## src/rtl/reg_write_arbiter.sv

```systemverilog
// reg_write_arbiter: shares the sample_counter register-write port between
// buffered host writes (port A) and a req/grant sequencer (port B).
// Round-robin arbitration with a host-priority override when the FIFO is
// nearly full, and a programmable idle gap after each issued write.
module reg_write_arbiter #(
  parameter int FIFO_DEPTH = 4,
  parameter int GAP_CYCLES = 1,
  parameter int ADDR_W     = 4,
  parameter int DATA_W     = 16
) (
  input  logic                          clk_in,
  input  logic                          reset_in,
  input  logic [DATA_W-1:0]             a_data_in,
  input  logic [ADDR_W-1:0]             a_addr_in,
  input  logic                          a_valid_in,
  input  logic [DATA_W-1:0]             b_data_in,
  input  logic [ADDR_W-1:0]             b_addr_in,
  input  logic                          b_req_in,
  output logic                          b_grant_out,
  output logic [DATA_W-1:0]             data_out,
  output logic [ADDR_W-1:0]             addr_out,
  output logic                          data_valid_out,
  output logic [$clog2(FIFO_DEPTH):0]   fifo_level_out,
  output logic                          overflow_out,
  input  logic                          ovf_clr_in
);

  localparam int PTR_W = $clog2(FIFO_DEPTH);
  localparam int LVL_W = PTR_W + 1;
  localparam int GAP_W = (GAP_CYCLES > 1) ? $clog2(GAP_CYCLES + 1) : 1;
  localparam int ENT_W = ADDR_W + DATA_W;

  typedef enum logic [1:0] {IDLE, ISSUE, GAP} state_t;

  state_t             state;
  logic [GAP_W-1:0]   gap_cnt;
  logic               last_src_b;
  logic [ENT_W-1:0]   mem [FIFO_DEPTH];
  logic [PTR_W-1:0]   wr_ptr;
  logic [PTR_W-1:0]   rd_ptr;
  logic [ENT_W-1:0]   head;

  logic a_pend, b_pend, pick_ok, pick_a, pick_b, pop, push, drop;

  // Arbitration: decisions use the registered level. The grant cycle masks
  // b_req_in because the requester is still holding the request just served.
  // A decision may also be taken in the last gap cycle (or in ISSUE when
  // there is no gap) so the forced idle spacing is exactly GAP_CYCLES.
  always_comb begin
    head    = mem[rd_ptr];
    a_pend  = (fifo_level_out != '0);
    b_pend  = b_req_in && !b_grant_out;
    pick_ok = (state == IDLE) ||
              ((state == GAP) && (gap_cnt == GAP_W'(1))) ||
              ((state == ISSUE) && (GAP_CYCLES == 0));
    pick_a  = a_pend && (!b_pend || last_src_b ||
                         (fifo_level_out >= LVL_W'(FIFO_DEPTH - 1)));
    pick_b  = b_pend && !pick_a;
    pop     = pick_ok && pick_a;
    push    = a_valid_in && ((fifo_level_out < LVL_W'(FIFO_DEPTH)) || pop);
    drop    = a_valid_in && !push;
  end

  // FIFO storage; contents need no reset since level gates every read.
  always_ff @(posedge clk_in) begin
    if (push) mem[wr_ptr] <= {a_addr_in, a_data_in};
  end

  // FIFO pointers and occupancy.
  always_ff @(posedge clk_in) begin
    if (reset_in) begin
      wr_ptr         <= '0;
      rd_ptr         <= '0;
      fifo_level_out <= '0;
    end else begin
      if (push) wr_ptr <= wr_ptr + PTR_W'(1);
      if (pop)  rd_ptr <= rd_ptr + PTR_W'(1);
      case ({push, pop})
        2'b10:   fifo_level_out <= fifo_level_out + LVL_W'(1);
        2'b01:   fifo_level_out <= fifo_level_out - LVL_W'(1);
        default: fifo_level_out <= fifo_level_out;
      endcase
    end
  end

  // Sticky overflow flag; a new drop wins over a simultaneous clear.
  always_ff @(posedge clk_in) begin
    if (reset_in)        overflow_out <= 1'b0;
    else if (drop)       overflow_out <= 1'b1;
    else if (ovf_clr_in) overflow_out <= 1'b0;
  end

  // Issue FSM with registered write-port outputs.
  always_ff @(posedge clk_in) begin
    if (reset_in) begin
      state          <= IDLE;
      gap_cnt        <= '0;
      last_src_b     <= 1'b1;
      data_valid_out <= 1'b0;
      b_grant_out    <= 1'b0;
      data_out       <= '0;
      addr_out       <= '0;
    end else begin
      data_valid_out <= 1'b0;
      b_grant_out    <= 1'b0;
      case (state)
        IDLE: state <= IDLE;
        ISSUE: begin
          if (GAP_CYCLES > 0) begin
            state   <= GAP;
            gap_cnt <= GAP_W'(GAP_CYCLES);
          end else begin
            state <= IDLE;
          end
        end
        GAP: begin
          gap_cnt <= gap_cnt - GAP_W'(1);
          if (gap_cnt == GAP_W'(1)) state <= IDLE;
        end
        default: state <= IDLE;
      endcase
      if (pick_ok && (pick_a || pick_b)) begin
        state          <= ISSUE;
        data_valid_out <= 1'b1;
        b_grant_out    <= pick_b;
        last_src_b     <= pick_b;
        if (pick_a) {addr_out, data_out} <= head;
        else        {addr_out, data_out} <= {b_addr_in, b_data_in};
      end
    end
  end

endmodule

```

## config.mk

```make
export PLATFORM = sky130hd
export DESIGN_NAME = reg_write_arbiter
export DESIGN_NICKNAME = d
export VERILOG_FILES = /design/src/rtl/reg_write_arbiter.sv
export SDC_FILE = /design/constraint.sdc
export NUM_CORES = 1
export LEC_CHECK = 0
export CAP_MARGIN = 20
export CORE_AREA = 2 2 99 101
export DETAILED_ROUTE_END_ITERATION = 8
export DIE_AREA = 0 0 101 103
export GPL_ROUTABILITY_DRIVEN = 0
export PLACE_DENSITY = 0.71
export SYNTH_ARGS = -nofsm -noshare
export SYNTH_HDL_FRONTEND = slang
export SYNTH_SLANG_ARGS = --single-unit
```

## constraint.sdc

```tcl
create_clock -name clk_in -period 3.6 [get_ports clk_in]
set_input_delay 0.36 -clock clk_in [delete_from_list [all_inputs] [get_ports clk_in]]
set_output_delay 0.36 -clock clk_in [all_outputs]
set_load 0.1 [all_outputs]
```

==> metrics.txt, run 1 <==
worst-margin pin slew=just under 1 ns; min Tclk post-route=2.70 ns; worst-path cell chain=clkdlybuf4s50_1; syn_nets=around 350; Longest Clk Path Bufs=2; critical path required time=3.24 ns; sequential share of the synthesized area=0.679; status=complete, no violations; worst reg2reg path startpoint=state[0]; Slew headroom=0.347; Post-Route Utilization=0.636; FF-to-FF End=fifo_level_out[2]; clock-pin slew on the worst setup and hold paths=approximately 0.060 ns; Total GRT Usage=0.180; Worst R2R Path Depth=11; clk_skew=slightly below 0.01 ns; nets=about 440; FF+latch count, synth=between 100 and 150; CTS root buf=clkbuf_8; chip height=between 100 and 150 um; Worst-Skew Late Latency=a little over 0.5 ns; max incr delay on CP=about 1.2 ns; worst hold start=addr_out[1]; CP Capture Type=output port; die area=around 10,000 sq um; Routed Antenna Nets=0; PortBufs=70; Starting Density=0.486; pwr/cell area=830 nW/um^2; critical path's slowest cell=clkdlybuf4s50_1; Num CTS Buffers=17; P_leak=about 0.0022 uW; setup violators final=0; CTS tree=built; initial antenna violation count=0; Pre-antenna DRT Iters=4; num rows=36; max-cap viol count=0; hold violation count in the final report=0; layout cell share with drive strength beyond 1=0.179; RSZ-0062 raised after global routing=false; Setup TNS Final=0 ns; Internal=3170 uW; Pins Over Slew Limit=0; Psw=about 1800 uW; Distinct cells, synth=38; number of vias in the routed layout=2,624; Hold WC Path Type=reg2reg; worst hold slack=between 0.4 and 0.5 ns; final cell count without fillers=511; core area=9460 sq um; crit path max fanout=10; Peak supply drop=between 300 and 400 uV; initial DRC count=about 150; Clk pwr share=0.324; WHS Path Cells=2; Arr. time, crit path=~2.3 ns; post-cts resize count=0; largest net degree at the start of global routing=22; Post-Synthesis Cell Area=roughly 4600 sq um; sequential share of power=0.352; total congestion overflow=0; Hold Path Sink=addr_out[1]; r2r setup slk=1.00 ns; first-pass GRT wire length=approximately 14,000 um; Die Wd=around 100 um; CP Buf/Inv Count=1; Vias/cell=5.14; number of global-route vias before repair=2,667; Net Sw Frac=0.364; Mapped Cells=between 200 and 300; WL final=approximately 8600 um; Sink Count=roughly 120; CP top delay family=buffers and inverters; Syn Area/Cell=15.4 sq um; synth warn=0; Post-CTS Setup Bufs=0; CTS Hold Bufs=0; DR DRC count=0; synth-to-layout area growth=30.7%; Routed wire per std cell=between 15 and 20 um; fmax=371 MHz; startpoint types=flop; Setup Crit Path Kind=reg2out; HPWL after DPL=roughly 5500 um; Logic pwr share=0.324; Power, Total=approximately 5000 uW; H-tree levels=4; ant diodes=0; Top Ports=slightly above 70; placed insts=between 400 and 500; Tcrit/Tclk final=0.750
stage by stage:
| step | cell area (sq um) | setup WS [ns] |
|---|---|---|
| 3_3_place_gp | 5430 | 0.935 |
| 3_5_place_dp | 5430 | 0.876 |
| 2_1_floorplan | 4600 | 0.632 |
| 4_1_cts | 6010 | 0.881 |
| 6_report | 6010 | 0.901 |
| 5_1_grt | 6010 | 0.808 |
cells in the final DEF (no fill, tap or decap), types with 2 or more instances in the layout:
cell | synthesis | final
a21oi_1 | 4 | 4
a21oi_2 | 2 | 2
and2_1 | 4 | 4
buf_4 | 1 | 8
bufinv_16 | 0 | 2
clkbuf_16 | 0 | 16
clkbuf_8 | 0 | 2
clkdlybuf4s50_1 | 0 | 70
clkinv_4 | 0 | 4
clkinvlp_4 | 0 | 5
dfxtp_1 | 36 | 36
edfxtp_1 | 80 | 80
ha_1 | 8 | 8
inv_1 | 51 | 51
inv_6 | 0 | 2
mux2i_1 | 2 | 2
mux4_2 | 20 | 20
nand2_1 | 21 | 21
nand2b_1 | 2 | 2
nor2_1 | 11 | 11
nor2b_1 | 2 | 2
o211ai_1 | 2 | 2
o21ai_0 | 2 | 2
o21bai_1 | 2 | 2
o221ai_1 | 15 | 15
o221ai_2 | 5 | 5
xnor2_1 | 2 | 2
xor2_1 | 2 | 2
worst max-delay path by stage:
stage / startpoint / endpoint / slack (ns) / depth (start not counted)
after floorplan: fifo_level_out[2] / fifo_level_out[2] / 0.63 / 9
after global placement: b_req_in / fifo_level_out[2] / 0.94 / 9
after detailed placement: b_req_in / fifo_level_out[2] / 0.88 / 9
after CTS: fifo_level_out[2] / fifo_level_out[2] / 0.88 / 1
after global routing: fifo_level_out[2] / fifo_level_out[2] / 0.81 / 1
final: fifo_level_out[2] / fifo_level_out[2] / 0.90 / 1
synthesized netlist by cell type:
| master | instances | area share |
|---|---|---|
| edfxtp_1 | 80 | 0.52 |
| inv_1 | 51 | 0.042 |
| dfxtp_1 | 36 | 0.16 |
| nand2_1 | 21 | 0.017 |
| mux4_2 | 20 | 0.098 |
| o221ai_1 | 15 | 0.029 |
| nor2_1 | 11 | 0.0090 |
| ha_1 | 8 | 0.022 |
| buf_2 | 6 | 0.0065 |
| o221ai_2 | 5 | 0.016 |
| a21oi_1 | 4 | 0.0044 |
| and2_1 | 4 | 0.0054 |
| clkbuf_1 | 3 | 0.0024 |
| a21oi_2 | 2 | 0.0038 |
| buf_6 | 2 | 0.0049 |
| mux2i_1 | 2 | 0.0044 |
| nand2b_1 | 2 | 0.0027 |
| nor2b_1 | 2 | 0.0027 |
| o211ai_1 | 2 | 0.0033 |
| o21ai_0 | 2 | 0.0022 |
| o21bai_1 | 2 | 0.0033 |
| xnor2_1 | 2 | 0.0038 |
| xor2_1 | 2 | 0.0038 |
| a211o_1 | 1 | 0.0019 |
| a211oi_2 | 1 | 0.0027 |
| a21bo_2 | 1 | 0.0022 |
| a21boi_1 | 1 | 0.0016 |
| a32oi_1 | 1 | 0.0019 |
| buf_4 | 1 | 0.0016 |
| fa_1 | 1 | 0.0044 |
| nand3_1 | 1 | 0.0011 |
| nand3b_1 | 1 | 0.0016 |
| nor3_1 | 1 | 0.0011 |
| nor3b_4 | 1 | 0.0041 |
| o31a_1 | 1 | 0.0019 |
| o41ai_4 | 1 | 0.0060 |
| or2_4 | 1 | 0.0019 |
| or3_1 | 1 | 0.0014 |
worst register-to-register path, stage by stage (launching register included):
cell	delay, ns
dfxtp_1	0.35
inv_1	0.08
ha_1	0.25
a21oi_2	0.28
a21boi_1	0.25
inv_1	0.12
ha_1	0.18
inv_1	0.06
fa_1	0.37
xor2_1	0.16
or3_1	0.30
a21oi_1	0.14
state kept, by name (all words and copies together), names as in the netlist, 2 cells and up, named ones only:
register	flops
addr_out	4
data_out	16
fifo_level_out	3
mem	80
rd_ptr	2
state	2
wr_ptr	2
per-layer routing:
metal  share of wire  global-route usage  vias up  wire (um)
li1                -                   -     1266          -
met1            0.42               0.218     1294       3620
met2            0.53               0.307       54       4540
met3           0.038              0.0556       10        325
met4           0.014              0.0686        0        117
met5               0                   0        -          0
cells by family after synthesis:
family,count (synthesis),share of synthesized area
mux,22,0.102
compound gates,39,0.0800
xor+xnor,4,0.00762
buf+inv,63,0.0571
flops,116,0.679
fa+ha+maj,9,0.0261
simple gates,46,0.0481
cell type report:
type / count / area (sq um)
multi-input combinational: 120 / 1210
sequential: 116 / 3120
clock buffer: 18 / 428
tap: 114 / 143
clock inverter: 14 / 154
timing repair buffer: 78 / 761
fill: 698 / 3440
inverter: 51 / 191
power groups by stage:
| stage | clock network [uW] | registers [uW] | logic, uW |
|---|---|---|---|
| 2_1_floorplan | 0 | 2320 | 701 |
| 3_3_place_gp | 0 | 1780 | 1600 |
| 3_5_place_dp | 0 | 1780 | 1630 |
| 4_1_cts | 1630 | 1760 | 1640 |
| 5_1_grt | 1690 | 1780 | 1740 |
| 6_report | 1620 | 1760 | 1620 |
Power figures use the tool's default switching activity.
==> run 2, diff against run 1 <==
- CORE_AREA: 2 2 99 101 -> 2 2 101 103
- DIE_AREA: 0 0 101 103 -> 0 0 103 105
- clock period: 3.6 -> 2.4 ns (I/O delays scaled with it)
==> metrics.txt, run 2 (synthesis results as in run 1) <==
Top reg by flops=mem; crit path max fanout=4 (-6); synth-to-layout area growth=31.8%; WL final=9020 um (+4.9%); Net Sw Frac=0.360 (-0.00460); Setup TNS Final=0 ns (unchanged); HPWL after DPL=5830 um (+6.8%); Arr. time, crit path=2.70 ns (+0.36 ns); Top Ports=71 (unchanged); setup violators final=0 (unchanged); Routed Antenna Nets=0 (unchanged); max FFs per register=80 (unchanged); P_leak=0.00231 uW (+4.5%); Setup Crit Path Kind=reg2reg; num rows=36 (unchanged); initial DRC count=147 (+1.4%); Die Wd=103 um (+2.0%); die area=10,800 sq um (+4.0%); Hold WC Path Type=in2reg; worst-margin pin slew=0.789 ns (-0.188 ns); Peak supply drop=634 uV (+58%); layout cell share with drive strength beyond 1=0.273 (+0.0946); most frequent cells in the layout=edfxtp_1 (80), inv_1 (51), clkdlybuf4s50_1 (44); chip height=105 um (+1.9%); initial antenna violation count=0 (unchanged); nets=447 (+2.1%); Clk pwr share=0.322 (-0.002); total congestion overflow=0 (unchanged); Pre-antenna DRT Iters=4 (unchanged); Worst-Skew Late Latency=0.51 ns (about the same); Sink Count=116 (unchanged); pwr/cell area=1250 nW/um^2 (+50%); Longest Clk Path Bufs=2 (unchanged); Starting Density=0.477 (-0.00909); Logic pwr share=0.331 (+0.007); min Tclk post-route=roughly 2.3 ns; first-pass GRT wire length=14,200 um (+4.3%); CP Capture Type=flop; ant diodes=0 (unchanged); H-tree levels=4 (unchanged); Post-Route Utilization=0.629 (-0.00695); clk_skew=0.00684 ns (-0.00282 ns); Largest regs=mem (80), data_out (16), addr_out (4); DR DRC count=0 (unchanged); clock-pin slew on the worst setup and hold paths=0.06 ns (about the same); Routed wire per std cell=16.7 um (-0.58%); Vias/cell=5.04 (-1.8%); largest net degree at the start of global routing=22 (unchanged); PortBufs=70 (unchanged); Internal=4840 uW (+53%); RSZ-0062 raised after global routing=false; max-cap viol count=0 (unchanged); CTS tree=built; Slew headroom=0.472 (+0.125); critical path required time=2.84 ns (-0.40 ns); hold violation count in the final report=0 (unchanged); most common cell after layout, fill and taps aside=edfxtp_1; startpoint types=flop; number of vias in the routed layout=2,717 (+3.5%); sequential share of power=0.347 (-0.005); Tcrit/Tclk final=0.941; number of global-route vias before repair=2,812 (+5.4%); fmax=443 MHz; status=complete, no violations; Pins Over Slew Limit=0 (unchanged); Total GRT Usage=0.181 (+0.000253); Psw=2720 uW (+50%); core area=9640 sq um (+1.9%); CTS root buf=clkbuf_8; CTS Hold Bufs=0 (unchanged); Num CTS Buffers=17 (unchanged)
-- run 2: changes by cell type in the layout (fill, tap and decap cells not counted), moves of 2 or more --
cell and delta:
dfxtp_2 +2, dfxtp_1 -5, clkinv_4 -3, clkinv_2 +4, dfxtp_4 +3, clkdlybuf4s50_1 -26, buf_4 +35
-- run 2: routing by layer --
layer / track usage / share of wire / up-vias / wire length, um
met5: 0 / 0 / - / 0
met4: 0.0855 / 0.021 / 0 / 185
met3: 0.0488 / 0.038 / 19 / 343
met2: 0.314 / 0.54 / 64 / 4840
met1: 0.202 / 0.40 / 1351 / 3650
li1: - / - / 1283 / -
-- run 2: stage by stage --
stage / hold WS, ns / cell area, sq um / total power, uW / instances / worst slack, ns
CTS: 0.328 / 6040 / 7590 / 538 / 0.00786
global route: 0.337 / 6060 / 7880 / 539 / 0.0189
global placement: 0.449 / 5460 / 5080 / 506 / 0.0840
finish: 0.343 / 6060 / 7560 / 539 / 0.141
floorplan: 0.339 / 4620 / 4550 / 299 / 0.00150
detailed placement: 0.451 / 5460 / 5140 / 506 / 0.00835
-- run 2: cell type report --
class	instances	area [sq um]
multi-input cells	120	1220
well taps	133	166
fillers	723	3580
repair buffers	87	763
flip-flops and latches	116	3140
inverters	51	191
clock buffers	18	418
clock inverters	14	161
-- run 2: worst paths after layout --
| path | from | end | slack [ns] | depth (start not counted) |
|---|---|---|---|---|
| worst min-delay path | b_data_in[5] | data_out[5] | 0.34 | 3 |
| worst max-delay path | state[1] | fifo_level_out[2] | 0.14 | 11 |
| worst max register to register | state[1] | fifo_level_out[2] | 0.14 | 11 |
| worst min register to register | data_out[3] | data_out[3] | 0.46 | 2 |
-- run 2: timing repair --
action	4_1_cts	5_1_grt
pin swaps	1	1
resized for setup	0	3
setup buffers	0	1
endpoints found under the setup margin	1	1
-- run 2: critical path: stages, from the launching register on --
cell and delay (ns):
dfxtp_1 0.35, inv_1 0.08, ha_1 0.22, a21oi_4 0.17, a21boi_1 0.12, inv_1 0.07, ha_1 0.17, inv_1 0.06
fa_1 0.37, xor2_1 0.16, or3_1 0.30, a21oi_1 0.13
-- run 2: power by group through the flow --
stage / registers [uW] / clock network (uW) / logic (uW)
CTS: 2620 / 2470 / 2500
detailed placement: 2660 / 0 / 2480
global route: 2660 / 2570 / 2660
global placement: 2650 / 0 / 2440
finish: 2630 / 2430 / 2500
floorplan: 3500 / 0 / 1050
